File: config.mk
export PLATFORM = sky130hd
export DESIGN_NAME = enet_mii_tx
export DESIGN_NICKNAME = d
export VERILOG_FILES = /design/src/rtl/enet_pkg.sv /design/src/rtl/enet_crc32_nibble.sv /design/src/rtl/enet_mii_tx.sv
export SDC_FILE = /design/constraint.sdc
export NUM_CORES = 1
export LEC_CHECK = 0
export CORE_UTILIZATION = 35
export DETAILED_ROUTE_END_ITERATION = 8
export GPL_TIMING_DRIVEN = 0
export MAX_ROUTING_LAYER = met4
export SETUP_SLACK_MARGIN = 0.3
export SLEW_MARGIN = 10
export SYNTH_ARGS = -nofsm -noshare
export SYNTH_HDL_FRONTEND = slang
export SYNTH_SLANG_ARGS = --single-unit
File: constraint.sdc
create_clock -name clk_i -period 2.5 [get_ports clk_i]
set_input_delay 0.5 -clock clk_i [delete_from_list [all_inputs] [get_ports clk_i]]
set_output_delay 0.5 -clock clk_i [all_outputs]
set_load 0.05 [all_outputs]
File: src/rtl/enet_pkg.sv
// Shared definitions for the MII transmit path: FSM states, preamble
// nibbles, CRC-32 constants and the minimum frame length before FCS.
package enet_pkg;

  typedef enum logic [2:0] {
    ST_IDLE     = 3'd0,
    ST_PREAMBLE = 3'd1,
    ST_DATA     = 3'd2,
    ST_PAD      = 3'd3,
    ST_FCS      = 3'd4,
    ST_IFG      = 3'd5,
    ST_DISCARD  = 3'd6
  } tx_state_e;

  localparam logic [3:0]  NIB_PREAMBLE = 4'h5;
  localparam logic [3:0]  NIB_SFD      = 4'hD;
  localparam logic [31:0] CRC_POLY     = 32'hEDB88320;
  localparam logic [31:0] CRC_INIT     = 32'hFFFFFFFF;
  localparam logic [31:0] CRC_RESIDUE  = 32'hDEBB20E3;
  localparam logic [5:0]  MIN_FRAME    = 6'd60;

  // Byte counter increment that sticks at the minimum frame length.
  function automatic logic [5:0] byte_cnt_inc(input logic [5:0] cnt);
    if (cnt >= MIN_FRAME) begin
      return MIN_FRAME;
    end else begin
      return cnt + 6'd1;
    end
  endfunction

endpackage

File: src/rtl/enet_crc32_nibble.sv
// Combinational reflected CRC-32 step over one nibble (LSB first).
module enet_crc32_nibble
  import enet_pkg::*;
(
  input  logic [31:0] crc_i,
  input  logic [3:0]  nib_i,
  output logic [31:0] crc_o
);

  logic [31:0] crc_v;

  // Fold the nibble into the low bits, then shift out four bits.
  always_comb begin
    crc_v = crc_i ^ {28'h0000000, nib_i};
    for (int i = 0; i < 4; i++) begin
      if (crc_v[0]) begin
        crc_v = (crc_v >> 1) ^ CRC_POLY;
      end else begin
        crc_v = crc_v >> 1;
      end
    end
    crc_o = crc_v;
  end

endmodule

File: src/rtl/enet_mii_tx.sv
// MII transmitter: pulls bytes from a show-ahead FIFO and emits
// preamble/SFD, payload, optional zero pad, FCS and the inter-frame gap.
// All MII outputs are registered; pop_o is combinational so it consumes
// the byte currently presented by the FIFO.
module enet_mii_tx
  import enet_pkg::*;
#(
  parameter int IFG_CYCLES = 24,
  parameter int PAD_EN     = 1
) (
  input  logic       clk_i,
  input  logic       rst_i,
  input  logic [7:0] data_i,
  input  logic       last_i,
  input  logic       empty_i,
  output logic       pop_o,
  output logic [3:0] mii_txd_o,
  output logic       mii_txen_o,
  output logic       mii_txer_o,
  output logic       frame_done_o,
  output logic       underrun_o
);

  tx_state_e   state_q, state_d;
  logic [15:0] cnt_q, cnt_d;
  logic [5:0]  byte_cnt_q, byte_cnt_d;
  logic        hi_q, hi_d;
  logic [31:0] crc_q, crc_d;
  logic [3:0]  txd_q, txd_d;
  logic        txen_q, txen_d;
  logic        txer_q, txer_d;
  logic        done_q, done_d;
  logic        underrun_q, underrun_d;

  logic        pop_s;
  logic [3:0]  crc_nib_s;
  logic [31:0] crc_next_s;
  logic [31:0] crc_inv_s;
  logic [5:0]  bc_inc_s;

  enet_crc32_nibble u_crc (
    .crc_i (crc_q),
    .nib_i (crc_nib_s),
    .crc_o (crc_next_s)
  );

  assign crc_inv_s = ~crc_q;
  assign bc_inc_s  = byte_cnt_inc(byte_cnt_q);

  // Next-state, counters, CRC and next values of the registered outputs.
  always_comb begin
    state_d    = state_q;
    cnt_d      = cnt_q;
    byte_cnt_d = byte_cnt_q;
    hi_d       = hi_q;
    crc_d      = crc_q;
    crc_nib_s  = 4'h0;
    txd_d      = 4'h0;
    txen_d     = 1'b0;
    txer_d     = 1'b0;
    done_d     = 1'b0;
    underrun_d = 1'b0;
    pop_s      = 1'b0;

    case (state_q)
      ST_IDLE: begin
        // The first preamble nibble leaves on the decision cycle so the
        // gap after IFG is exactly IFG_CYCLES long on the wire.
        if (!empty_i) begin
          state_d    = ST_PREAMBLE;
          cnt_d      = 16'd1;
          byte_cnt_d = 6'd0;
          hi_d       = 1'b0;
          crc_d      = CRC_INIT;
          txd_d      = NIB_PREAMBLE;
          txen_d     = 1'b1;
        end else begin
          cnt_d = 16'd0;
        end
      end

      ST_PREAMBLE: begin
        txen_d = 1'b1;
        if (cnt_q == 16'd15) begin
          txd_d   = NIB_SFD;
          state_d = ST_DATA;
          cnt_d   = 16'd0;
        end else begin
          txd_d = NIB_PREAMBLE;
          cnt_d = cnt_q + 16'd1;
        end
      end

      ST_DATA: begin
        if (empty_i) begin
          // FIFO ran dry: flag the error on the wire, then drain the rest.
          txen_d     = 1'b1;
          txer_d     = 1'b1;
          underrun_d = 1'b1;
          hi_d       = 1'b0;
          state_d    = ST_DISCARD;
        end else if (!hi_q) begin
          txen_d    = 1'b1;
          txd_d     = data_i[3:0];
          crc_nib_s = data_i[3:0];
          crc_d     = crc_next_s;
          hi_d      = 1'b1;
        end else begin
          txen_d     = 1'b1;
          txd_d      = data_i[7:4];
          crc_nib_s  = data_i[7:4];
          crc_d      = crc_next_s;
          hi_d       = 1'b0;
          pop_s      = 1'b1;
          byte_cnt_d = bc_inc_s;
          if (last_i) begin
            if ((PAD_EN != 0) && (bc_inc_s < MIN_FRAME)) begin
              state_d = ST_PAD;
            end else begin
              state_d = ST_FCS;
              cnt_d   = 16'd0;
            end
          end else begin
            state_d = ST_DATA;
          end
        end
      end

      ST_PAD: begin
        txen_d    = 1'b1;
        txd_d     = 4'h0;
        crc_nib_s = 4'h0;
        crc_d     = crc_next_s;
        if (!hi_q) begin
          hi_d = 1'b1;
        end else begin
          hi_d       = 1'b0;
          byte_cnt_d = bc_inc_s;
          if (bc_inc_s == MIN_FRAME) begin
            state_d = ST_FCS;
            cnt_d   = 16'd0;
          end else begin
            state_d = ST_PAD;
          end
        end
      end

      ST_FCS: begin
        txen_d = 1'b1;
        txd_d  = crc_inv_s[{cnt_q[2:0], 2'b00} +: 4];
        if (cnt_q == 16'd7) begin
          done_d  = 1'b1;
          state_d = ST_IFG;
          cnt_d   = 16'd0;
        end else begin
          cnt_d = cnt_q + 16'd1;
        end
      end

      ST_IFG: begin
        if (cnt_q == 16'(IFG_CYCLES - 1)) begin
          state_d = ST_IDLE;
          cnt_d   = 16'd0;
        end else begin
          cnt_d = cnt_q + 16'd1;
        end
      end

      ST_DISCARD: begin
        if (!empty_i) begin
          pop_s = 1'b1;
          if (last_i) begin
            state_d = ST_IFG;
            cnt_d   = 16'd0;
          end else begin
            state_d = ST_DISCARD;
          end
        end else begin
          state_d = ST_DISCARD;
        end
      end

      default: begin
        state_d = ST_IDLE;
        cnt_d   = 16'd0;
      end
    endcase
  end

  // State, counters, CRC and MII output registers with synchronous reset.
  always_ff @(posedge clk_i) begin
    if (!rst_i) begin
      state_q    <= ST_IDLE;
      cnt_q      <= 16'd0;
      byte_cnt_q <= 6'd0;
      hi_q       <= 1'b0;
      crc_q      <= CRC_INIT;
      txd_q      <= 4'h0;
      txen_q     <= 1'b0;
      txer_q     <= 1'b0;
      done_q     <= 1'b0;
      underrun_q <= 1'b0;
    end else begin
      state_q    <= state_d;
      cnt_q      <= cnt_d;
      byte_cnt_q <= byte_cnt_d;
      hi_q       <= hi_d;
      crc_q      <= crc_d;
      txd_q      <= txd_d;
      txen_q     <= txen_d;
      txer_q     <= txer_d;
      done_q     <= done_d;
      underrun_q <= underrun_d;
    end
  end

  // Pop is gated by reset so nothing is consumed while the FIFO is cleared.
  assign pop_o        = pop_s & rst_i;
  assign mii_txd_o    = txd_q;
  assign mii_txen_o   = txen_q;
  assign mii_txer_o   = txer_q;
  assign frame_done_o = done_q;
  assign underrun_o   = underrun_q;

endmodule

==> results.json <==
{
  "critPathLaunchType": "flop",
  "grt_pass1_wl_mm": 16.54,
  "track_usage_pct": 19.49,
  "place.gp.congestion": 0.8380,
  "clk_path_buf_depth": 2,
  "post-route-util_pct": 44.98,
  "antennaDiodeCount": 0,
  "end_kind": "flop",
  "io_buffers": 18,
  "rsz0062_at_grt": "yes",
  "ys_ff_latch": 65,
  "p_per_area_nw_per_um2": 827.0,
  "p_leak_nw": 1.643,
  "drc": 0,
  "rows": 37,
  "final-setup-viol-count": 0,
  "io_pins": 21,
  "grt_overflow": 0,
  "critical_path_class": "flop to flop",
  "dp_hpwl_mm": 7.192,
  "synthTopCellsByArea": "dfxtp_1, xnor2_1, mux4_2",
  "hold_viol": 0,
  "finalPower_mw": 3.892,
  "worst_slack_ns": 0.3500,
  "fin_worst_skew_ns": 0.009976,
  "critPathMaxFanout": 7,
  "chipWidth_um": 106.4,
  "drive_gt1_share_pct": 21.94,
  "final_common_cell": "dfxtp_1",
  "area_growth_pct": 23.43,
  "wirelength_mm": 10.17,
  "grt_pass1_vias": 3190,
  "mostFrequentLayoutCells": "dfxtp_1, nor2_1, nand2_1",
  "viasPerCell": 5.557,
  "yosys.cell_types.count": 59,
  "min_period_over_period_pct": 86.00,
  "htreeDepth": 3,
  "cts_tree": "built",
  "die_area_um2": 11310,
  "max_slew_margin_pct": 54.59,
  "arrival_ns": 2.40,
  "wire_per_inst_um": 16.92,
  "min_period_ns": 2.150,
  "hold_path_class": "input pin to flop",
  "drv_cap": 0,
  "tritoncts_num_sinks": 65,
  "yosysTopAreaCell": "dfxtp_1",
  "cts-root-buf": "clkbuf_8",
  "synth_edf_count": 0,
  "syn_area_per_cell_um2": 9.099,
  "worst_pin_slew_ns": 0.6741,
  "dp_slack_ns": -0.5622,
  "status": "completed",
  "clock_latency_ns": 0.35,
  "fin_setup_tns_ns": 0,
  "clk_pin_slew_ns": 0.08,
  "final_nets": 474,
  "synthDominantCellAreaShare_pct": 34.13,
  "netlist_area_um2": 3812,
  "placed_area_um2": 4172,
  "required_ns": 2.75,
  "max_freq_mhz": 465.1,
  "drt_iter0_drc": 189,
  "synth_fp_nets": 433,
  "slew_viol_final": 0,
  "grt_max_degree": 12,
  "peakVddDrop_v": 0.0003455,
  "vias": 3340,
  "synthArstFlopShare_pct": 0,
  "grt_antenna_before_repair": 0,
  "fin_area_um2": 4706,
  "core-area_um2": 10460,
  "cts_buffers": 9,
  "die_h_um": 106.4,
  "synth-seq-area-share_pct": 34.13,
  "postRouteAntennaNets": 0,
  "firstDrtPassIters": 5,
  "initial_core_util_pct": 36.44,
  "ys_warn_count": 0,
  "synth_cells": 419,
  "synth_flop_cell": "dfxtp_1"
}
-- metrics by stage --
step | cells | hold WS (ns)
after global placement | 573 | 0.4721
after floorplan | 419 | 0.4491
final | 601 | 0.4229
after detailed placement | 573 | 0.4880
after global routing | 601 | 0.4204
after CTS | 590 | 0.4063
-- logic make-up after synthesis --
group | count (synthesis) | synth area share, %
AOI/OAI and AO/OA | 112 | 20.05
xor gates and xnor gates | 40 | 13.65
adders and majority gates | 2 | 0.6563
buffers and inverters | 36 | 4.857
DFF | 65 | 34.13
muxes | 18 | 7.549
and+or+nand+nor | 146 | 19.10
-- worst paths after layout --
check	slack, ns	to	start	depth (start not counted)
setup / recovery	0.35	state_q[0]	byte_cnt_q[0]	7
hold / removal	0.42	underrun_o	empty_i	3
setup reg to reg	0.35	state_q[0]	byte_cnt_q[0]	7
hold reg to reg	0.50	byte_cnt_q[4]	byte_cnt_q[4]	2
-- cell type report --
type	instances	area [um2]
plain buffers	30	191.4
clock inverters	4	75.07
repair buffers	30	292.8
clock buffers	12	155.1
well taps	136	170.2
fillers	1033	5757
flip-flops and latches	65	1318
inverters	6	22.52
multi-input cells	318	2481
-- critical path, cell delays in order (launching register included) --
cell	delay, ns
dfxtp_4	0.39
ha_2	0.23
a31oi_1	0.11
a31oi_2	0.25
nand4_1	0.23
and2_1	0.24
or3_1	0.36
o211a_1	0.23
-- routing by layer --
| metal | vias up | global-route usage [%] | routed length, um |
|---|---|---|---|
| met3 | 17 | 4.537 | 534 |
| met5 | - | - | 0 |
| met2 | 94 | 31.54 | 4929 |
| li1 | 1632 | - | - |
| met4 | 0 | 6.548 | 157 |
| met1 | 1597 | 23.85 | 4550 |
-- cell usage after synthesis (all sizes together), types with 2 or more instances --
cell type / instances
a41oi: 5
a21oi: 28
and3: 4
ha: 2
a22oi: 5
nand2: 33
inv: 5
a31o: 3
mux2i: 10
dfxtp: 65
nand2b: 3
xor2: 3
o22a: 7
mux4: 8
nor4: 4
o221a: 2
o21ai: 22
nor2b: 2
xnor3: 8
buf: 12
clkbuf: 18
nand3: 13
and2: 3
o31ai: 3
nor2: 44
or3: 4
xnor2: 29
a211oi: 3
nor3: 19
o21bai: 2
nand4: 12
o22ai: 9
o211a: 8
a31oi: 4
a311oi: 4
-- power breakdown --
part	internal, mW	switching [mW]	leakage (nW)
Combinational	0.705	0.936	1.00
Sequential	1.13	0.0788	0.532
Clock	0.617	0.426	0.109
Total	2.45	1.44	1.64
-- flip-flops by register name, indices dropped and copies added, names as in the netlist --
register / cells
underrun_o: 1
byte_cnt_q: 6
crc_q: 32
mii_txd_o: 4
cnt_q: 16
mii_txen_o: 1
state_q: 3
frame_done_o: 1
hi_q: 1
-- what timing repair did --
action	4_1_cts	5_1_grt
resized for setup	23	37
buffers inserted	1	11
setup endpoints to repair	47	48
hold buffers	0	0
pin swaps	2	13
(Power assumes the default switching activity.)
